**src/rtl/mem_arb_pkg.sv**
```systemverilog
// Shared types and constants for the I/D memory port arbiter.
package mem_arb_pkg;

  typedef enum logic [1:0] {
    IDLE   = 2'd0,
    BUSY_I = 2'd1,
    BUSY_D = 2'd2
  } arb_state_t;

  typedef enum logic {
    PORT_I = 1'b0,
    PORT_D = 1'b1
  } port_t;

  localparam logic [2:0] FUNCT3_WORD = 3'b010;

endpackage

```
**src/rtl/mem_port_arbiter_rr_pick2.sv**
```systemverilog
// Two-requester round-robin picker; the last-grant register lives in the arbiter.
module rr_pick2
  import mem_arb_pkg::*;
(
  input  logic i_req_i,
  input  logic d_req_i,
  input  logic last_i,
  output logic gnt_valid_o,
  output logic gnt_o
);

  port_t last;

  always_comb begin
    last        = port_t'(last_i);
    gnt_valid_o = i_req_i | d_req_i;
    gnt_o       = PORT_I;
    if (i_req_i && d_req_i) begin
      // Contention: hand the port to whoever did not win last time.
      gnt_o = (last == PORT_I) ? PORT_D : PORT_I;
    end else if (d_req_i) begin
      gnt_o = PORT_D;
    end
  end

endmodule

```
**src/rtl/mem_port_arbiter.sv**
```systemverilog
// Shares one variable-latency single-ported memory between the fetch (I) and
// data (D) ports; registered responses, one-cycle done pulses, stall outputs.
module mem_port_arbiter
  import mem_arb_pkg::*;
#(
  parameter int ADDR_WIDTH = 32,
  parameter int DATA_WIDTH = 32
) (
  input  logic                  clk_i,
  input  logic                  rst_ni,
  input  logic                  i_valid_i,
  input  logic [ADDR_WIDTH-1:0] i_addr_i,
  output logic                  i_done_o,
  output logic [DATA_WIDTH-1:0] i_rdata_o,
  input  logic                  d_valid_i,
  input  logic                  d_we_i,
  input  logic [ADDR_WIDTH-1:0] d_addr_i,
  input  logic [DATA_WIDTH-1:0] d_wdata_i,
  input  logic [2:0]            d_funct3_i,
  output logic                  d_done_o,
  output logic [DATA_WIDTH-1:0] d_rdata_o,
  output logic                  stall_f_o,
  output logic                  stall_m_o,
  output logic                  mem_req_o,
  output logic                  mem_we_o,
  output logic [ADDR_WIDTH-1:0] mem_addr_o,
  output logic [DATA_WIDTH-1:0] mem_wdata_o,
  output logic [2:0]            mem_funct3_o,
  input  logic                  mem_rdy_i,
  input  logic [DATA_WIDTH-1:0] mem_rdata_i
);

  arb_state_t            state_q, state_d;
  port_t                 last_q, last_d;
  logic                  req_we_q, req_we_d;
  logic [ADDR_WIDTH-1:0] req_addr_q, req_addr_d;
  logic [DATA_WIDTH-1:0] req_wdata_q, req_wdata_d;
  logic [2:0]            req_funct3_q, req_funct3_d;
  logic                  i_done_q, i_done_d;
  logic                  d_done_q, d_done_d;
  logic [DATA_WIDTH-1:0] i_rdata_q, i_rdata_d;
  logic [DATA_WIDTH-1:0] d_rdata_q, d_rdata_d;

  logic i_elig, d_elig;
  logic gnt_valid, gnt;

  // The done pulse masks its own port so a held valid is not served twice.
  assign i_elig = i_valid_i & ~i_done_q;
  assign d_elig = d_valid_i & ~d_done_q;

  rr_pick2 u_pick (
    .i_req_i    (i_elig),
    .d_req_i    (d_elig),
    .last_i     (last_q),
    .gnt_valid_o(gnt_valid),
    .gnt_o      (gnt)
  );

  always_comb begin
    state_d      = state_q;
    last_d       = last_q;
    req_we_d     = req_we_q;
    req_addr_d   = req_addr_q;
    req_wdata_d  = req_wdata_q;
    req_funct3_d = req_funct3_q;
    i_done_d     = 1'b0;
    d_done_d     = 1'b0;
    i_rdata_d    = i_rdata_q;
    d_rdata_d    = d_rdata_q;

    case (state_q)
      IDLE: begin
        if (gnt_valid) begin
          if (port_t'(gnt) == PORT_D) begin
            state_d      = BUSY_D;
            last_d       = PORT_D;
            req_we_d     = d_we_i;
            req_addr_d   = d_addr_i;
            req_wdata_d  = d_wdata_i;
            req_funct3_d = d_funct3_i;
          end else begin
            state_d      = BUSY_I;
            last_d       = PORT_I;
            req_we_d     = 1'b0;
            req_addr_d   = i_addr_i;
            req_wdata_d  = '0;
            req_funct3_d = FUNCT3_WORD;
          end
        end
      end
      BUSY_I: begin
        if (mem_rdy_i) begin
          state_d   = IDLE;
          i_done_d  = 1'b1;
          i_rdata_d = mem_rdata_i;
        end
      end
      BUSY_D: begin
        if (mem_rdy_i) begin
          state_d  = IDLE;
          d_done_d = 1'b1;
          if (!req_we_q) begin
            d_rdata_d = mem_rdata_i;
          end
        end
      end
      default: state_d = IDLE;
    endcase
  end

  always_ff @(posedge clk_i or negedge rst_ni) begin
    if (!rst_ni) begin
      state_q      <= IDLE;
      last_q       <= PORT_I;
      req_we_q     <= 1'b0;
      req_addr_q   <= '0;
      req_wdata_q  <= '0;
      req_funct3_q <= '0;
      i_done_q     <= 1'b0;
      d_done_q     <= 1'b0;
      i_rdata_q    <= '0;
      d_rdata_q    <= '0;
    end else begin
      state_q      <= state_d;
      last_q       <= last_d;
      req_we_q     <= req_we_d;
      req_addr_q   <= req_addr_d;
      req_wdata_q  <= req_wdata_d;
      req_funct3_q <= req_funct3_d;
      i_done_q     <= i_done_d;
      d_done_q     <= d_done_d;
      i_rdata_q    <= i_rdata_d;
      d_rdata_q    <= d_rdata_d;
    end
  end

  assign mem_req_o    = (state_q != IDLE);
  assign mem_we_o     = mem_req_o & req_we_q;
  assign mem_addr_o   = req_addr_q;
  assign mem_wdata_o  = req_wdata_q;
  assign mem_funct3_o = req_funct3_q;

  assign i_done_o  = i_done_q;
  assign d_done_o  = d_done_q;
  assign i_rdata_o = i_rdata_q;
  assign d_rdata_o = d_rdata_q;
  assign stall_f_o = i_valid_i & ~i_done_q;
  assign stall_m_o = d_valid_i & ~d_done_q;

endmodule
```
**config.mk**
```make
export PLATFORM = sky130hd
export DESIGN_NAME = mem_port_arbiter
export DESIGN_NICKNAME = d
export VERILOG_FILES = /design/src/rtl/mem_arb_pkg.sv /design/src/rtl/mem_port_arbiter_rr_pick2.sv /design/src/rtl/mem_port_arbiter.sv
export SDC_FILE = /design/constraint.sdc
export NUM_CORES = 1
export LEC_CHECK = 0
export CORE_UTILIZATION = 41
export DETAILED_ROUTE_END_ITERATION = 10
export GPL_TIMING_DRIVEN = 0
export PLACE_DENSITY = 0.81
export SYNTH_ARGS = -nofsm -noshare
export SYNTH_HDL_FRONTEND = slang
export SYNTH_HIERARCHICAL = 1
export SYNTH_SLANG_ARGS = --single-unit
```
**constraint.sdc**
```tcl
create_clock -name clk_i -period 1.86 [get_ports clk_i]
set_input_delay 0.372 -clock clk_i [delete_from_list [all_inputs] [get_ports clk_i]]
set_output_delay 0.372 -clock clk_i [all_outputs]
set_load 0.01 [all_outputs]
```
[After elaboration in Yosys (flattened, before gate mapping)]
Index checks and enable logic that the tools add are counted.
Word-level totals
  logic and storage cells: 44
  output and inout port bits: 137
  input port bits: 137
  register bits after elaboration: 137
Cells by class
  eq/ne operators: 4
  muxes and demuxes: 15
  reduce and logical (&&, ||, !) cells: 8
  bitwise operators: 7
Operators with widths (count)
  $mux 32: 2
  $mux 1: 8
  $mux 2: 3
  $reduce_and 2->1: 3
  $pmux 2 s2: 1
  $and 1x1->1: 3
  $mux 3: 1
  $not 1->1: 3
  $reduce_and 3->1: 1
  $eq 2x1->1 const B: 1
  $eq 2x2->1 const B: 1
  $logic_not 2->1: 1
  $ne 2x1->1 const B: 1
  $ne 2x2->1 const B: 1
  $reduce_bool 2->1: 1
  $reduce_or 2->1: 1
  $logic_and 1x1->1: 1
  $or 1x1->1: 1

[Depth between registers and ports, before layout]
  depth in word-level cells: 7
  depth in mapped cells: 7
  gate-level depth less buffers: 5

[Hierarchy]
Netlist, hierarchy kept.
By module, submodules not included
  mem_port_arbiter: area an instance 5644.2 µm², cells an instance 461, sequential area each 3428.3 µm², instances 1
  rr_pick2: area an instance 13.8 µm², cells an instance 2, sequential area each 0.0 µm², instances 1

[Worst setup path after synthesis]
Ideal clock, no wire load.
  kind: register -> register
  start: reg d_done_q (netlist: d_done_o)
  end: reg req_addr_q[4] (netlist: mem_addr_o[4])
  buffers on the path: 2
  data arrival time: 1.444 ns
  cell stages (with the launch flop): 7
  period minus slack after synthesis: 1.580 ns
  required time: 1.724 ns
  path slack: 0.280 ns
  cell sequence: dfrtp_1 > nor2b_1 > a21boi_1 > buf_2 > buf_4 > mux2i_1 > o21ai_0
Between the ends
  cells in the longest elaborated chain, start to end: 5
  elaborated cells on any way between the ends: 8
  those cells by class: mux: 3; bitwise: 3; reduce/logical: 2
RTL lines
  start, declared: line mem_port_arbiter.sv:40  | logic d_done_q, d_done_d;
  start signal, assigned: line mem_port_arbiter.sv:131  | d_done_q <= d_done_d;
  $not 1->1 (*)
  $and 1x1->1 (*)
  named net stall_m_o: line mem_port_arbiter.sv:23  | output logic stall_m_o,
  $mux 1 or $logic_and 1x1->1 (tied branches): line mem_port_arbiter_rr_pick2.sv:21, mem_port_arbiter_rr_pick2.sv:18
  $mux 1 (*): line mem_port_arbiter_rr_pick2.sv:18  | if (i_req_i && d_req_i) begin
  named net gnt: line mem_port_arbiter.sv:45  | logic gnt_valid, gnt;
  $mux 32 (*): line mem_port_arbiter.sv:74  | if (port_t'(gnt) == PORT_D) begin
  end signal, assigned: line mem_port_arbiter.sv:127  | req_addr_q <= req_addr_d;
  end, declared: line mem_port_arbiter.sv:36  | logic [ADDR_WIDTH-1:0] req_addr_q, req_addr_d;
The timed path passes the listed nets; every way through them passes the cells marked *.
A chain may end at the register's enable or synchronous reset.

[Final worst setup path]
  start: reg state_q[0]
  end: out mem_req_o
Between the ends
  cells in the longest elaborated chain, start to end: 1
RTL lines
  start, declared: line mem_port_arbiter.sv:33  | arb_state_t state_q, state_d;
  start signal, assigned: line mem_port_arbiter.sv:124  | state_q <= state_d;
  $reduce_bool 2->1: line mem_port_arbiter.sv:137  | assign mem_req_o = (state_q != IDLE);
  end, declared: line mem_port_arbiter.sv:24  | output logic mem_req_o,
Every way passes these cells.

==> flow_metrics.env <==
export IMPL_dpl_hpwl_um=11800
export IMPL_library_cells_used_by_synthesis=24
export IMPL_cts_tree="yes"
export IMPL_crit_path_end_kind="output port"
export IMPL_irDropWorstVdd_v=0.000922
export IMPL_postSynthNetCount=604
export IMPL_critPathRequiredTime_ps=1490
export IMPL_num_rows=42
export IMPL_finalCoreUtilization_pct=69.5
export IMPL_globalplace_congestion=0.809
export IMPL_port_buffer_count=273
export IMPL_layout_cells_most_common_list="268 x clkdlybuf4s50_1, 137 x dfrtp_1, 107 x nand2_1, 35 x nand3_1"
export IMPL_status="finished clean"
export IMPL_ctsLongestPathBuffers=2
export IMPL_drt_wirelength_per_cell_um=17.0
export IMPL_final_common_cell="clkdlybuf4s50_1"
export IMPL_initialDrtViolationCount=203
export IMPL_grt_antenna_before_repair=0
export IMPL_initial_core_util_pct=42.4
export IMPL_die_x_um=119
export IMPL_routed_via_density=4.89
export IMPL_worstSkewPairLatency_ps=410
export IMPL_post_synth_main_area_contributors="dfrtp_1 61%, mux2_4 8.0%, nand2_1 7.2%"
export IMPL_maxCapViolCount=0
export IMPL_num_io_pins=274
export IMPL_critical_path_top_delay_family="buffers and inverters"
export IMPL_htree_num_levels=4
export IMPL_timing_final_crit_share_pct=95.7
export IMPL_worst_slew_margin_rel_pct=62.9
export IMPL_total_leakage_power_uw=0.00426
export IMPL_drt_drc_violations_left=0
export IMPL_tritoncts_num_buffers=17
export IMPL_cts_root_buf="clkbuf_16"
export IMPL_area_delta_synth_final_pct=63.9
export IMPL_max_slew_worst_pin_slew_ps=557
export IMPL_syn_area_per_cell_um2=12.2
export IMPL_cp_arrival_ps=1410
export IMPL_hold_path_class="register to register"
export IMPL_critical_path_max_stage_delay_ps=390
export IMPL_synth_seq_area_share_pct=60.6
export IMPL_startpoint_class_of_the_critical_path="register"
export IMPL_cp_num_buf_inv=3
export IMPL_clock_skew_final_ps=8.17
export IMPL_wl_um=16100
export IMPL_number_of_global_route_vias_before_repair=4946
export IMPL_core_area_um2=13300
export IMPL_route_antenna_remaining_nets=0
export IMPL_crit_type="register to output port"
export IMPL_overflow=0
export IMPL_antenna_diode_count=0
export IMPL_global_route_usage_over_all_layers_pct=23.1
export IMPL_first_pass_grt_wire_length_um=25300
export IMPL_pwr_density_cell_nw_per_um2=1690
export IMPL_final_period_minus_worst_setup_slack_ps=1780
export IMPL_cp_max_fo=5
export IMPL_synthDominantCellAreaShare_pct=60.6
export IMPL_num_vias=4622
export IMPL_floorplan_die_height_um=119
export IMPL_final_nets=899
export IMPL_final_setup_viol_count=0
export IMPL_postSynthCellCount=463
export IMPL_first_pass_iters=4
export IMPL_synth_warning_count=6
export IMPL_max_clock_freq_mhz=562
export IMPL_clk_pin_slew_ps=60
export IMPL_critical_path_slowest_cell="dfrtp_1"
export IMPL_synth_top_cell_by_area="dfrtp_1"
export IMPL_sequence_of_cells_on_the_critical_path="inv_2, ha_4, inv_1, clkdlybuf4s15_1"
export IMPL_count_of_final_max_slew_check_failures=0
export IMPL_final_hold_violation_count=0
export IMPL_clock_sinks=137
export IMPL_die_area_um2=14300
export IMPL_largest_net_degree_at_the_start_of_global_routing=80
export IMPL_synth_seq_cells=137
export IMPL_syn_cell_area_um2=5660
export IMPL_post_route_cells_drive_above_1_share_pct=16.4
export IMPL_hold_slack_ps=467
-- cell usage after synthesis, drive strengths merged --
| master | number |
|---|---|
| a21boi | 1 |
| a31oi | 1 |
| and2 | 2 |
| buf | 17 |
| clkbuf | 12 |
| dfrtp | 137 |
| ha | 4 |
| inv | 6 |
| mux2 | 64 |
| mux2i | 32 |
| nand2 | 108 |
| nand2b | 1 |
| nand3 | 35 |
| nand4b | 1 |
| nor2 | 1 |
| nor2b | 5 |
| o21ai | 34 |
| o41ai | 1 |
| or2 | 1 |
-- flip-flops by register name, indices dropped and copies added (netlist names) --
name	flops
req_we_q	1
last_q	1
d_done_o	1
state_q	2
d_rdata_o	32
mem_addr_o	32
i_done_o	1
mem_wdata_o	32
i_rdata_o	32
mem_funct3_o	3
-- per-layer routing --
metal / GRT usage (%) / wire length [µm] / vias up
li1: - / - / 2149
met1: 25.4 / 6040 / 2240
met2: 41.1 / 8410 / 196
met3: 7.09 / 1180 / 37
met4: 9.61 / 447 / 0
met5: 0 / 0 / -
-- metrics by stage --
step | setup TNS, ps | power [µW] | setup WS (ps) | cells | cell area, µm²
CTS | 0 | 15800 | 4.07 | 945 | 9240
floorplan | 0 | 8280 | 280 | 463 | 5660
global route | -24.9 | 16500 | -20.4 | 946 | 9270
detailed placement | -30230 | 12300 | -445 | 913 | 8640
global placement | -676170 | 12100 | -4770 | 912 | 8610
finish | 0 | 15700 | 80.4 | 946 | 9270
-- report_power, final --
group	switching, µW	total, µW	internal (µW)
Combinational	2990	7070	4090
Sequential	841	5290	4440
Clock	1250	3320	2070
-- worst min-delay path, stage by stage, from the launching register on --
cell	delay (ps)
dfrtp_1	330
nand2_1	50
nand2_1	50
-- worst paths after layout --
kind | start | endpoint | slack [ps] | cells after the start
setup / recovery | state_q[0]$_DFFE_PN0P_ | mem_req_o | 80 | 4
hold / removal | mem_wdata_o[9]$_DFFE_PN0P_ | mem_wdata_o[9]$_DFFE_PN0P_ | 470 | 2
setup reg to reg | d_done_o$_DFF_PN0_ | mem_addr_o[20]$_DFFE_PN0P_ | 120 | 6
hold reg to reg | mem_wdata_o[9]$_DFFE_PN0P_ | mem_wdata_o[9]$_DFFE_PN0P_ | 470 | 2
max in group asynchronous | rst_ni | mem_addr_o[4]$_DFFE_PN0P_ | 580 | 3
min in group asynchronous | rst_ni | d_rdata_o[4]$_DFFE_PN0P_ | 490 | 2
-- kinds of logic (layout without fill, tap and decap cells) --
logic type,count (synthesis),count (layout),share of synthesized area [%]
compound gates,37,37,3.41
fa+ha+maj,4,4,0.885
buf+inv,35,342,3.23
flops,137,137,60.6
mux,96,96,20.4
simple gates,154,154,11.5
-- cell type report --
cell class              count  area, µm²
flip-flops and latches    137       3430
inverters                   6       22.5
fillers                   985       4080
plain buffers              29        175
clock buffers              20        467
well taps                 176        220
multi-input cells         291       2070
clock inverters            11        120
repair buffers            276       2770
-- repair_timing --
action,4_1_cts,5_1_grt
pin swaps,1,0
gates resized for setup,13,14
hold endpoints to repair,58,0
setup buffers,0,1
hold buffers,1,0
setup endpoints to repair,16,68
Power figures use the tool's default switching activity.
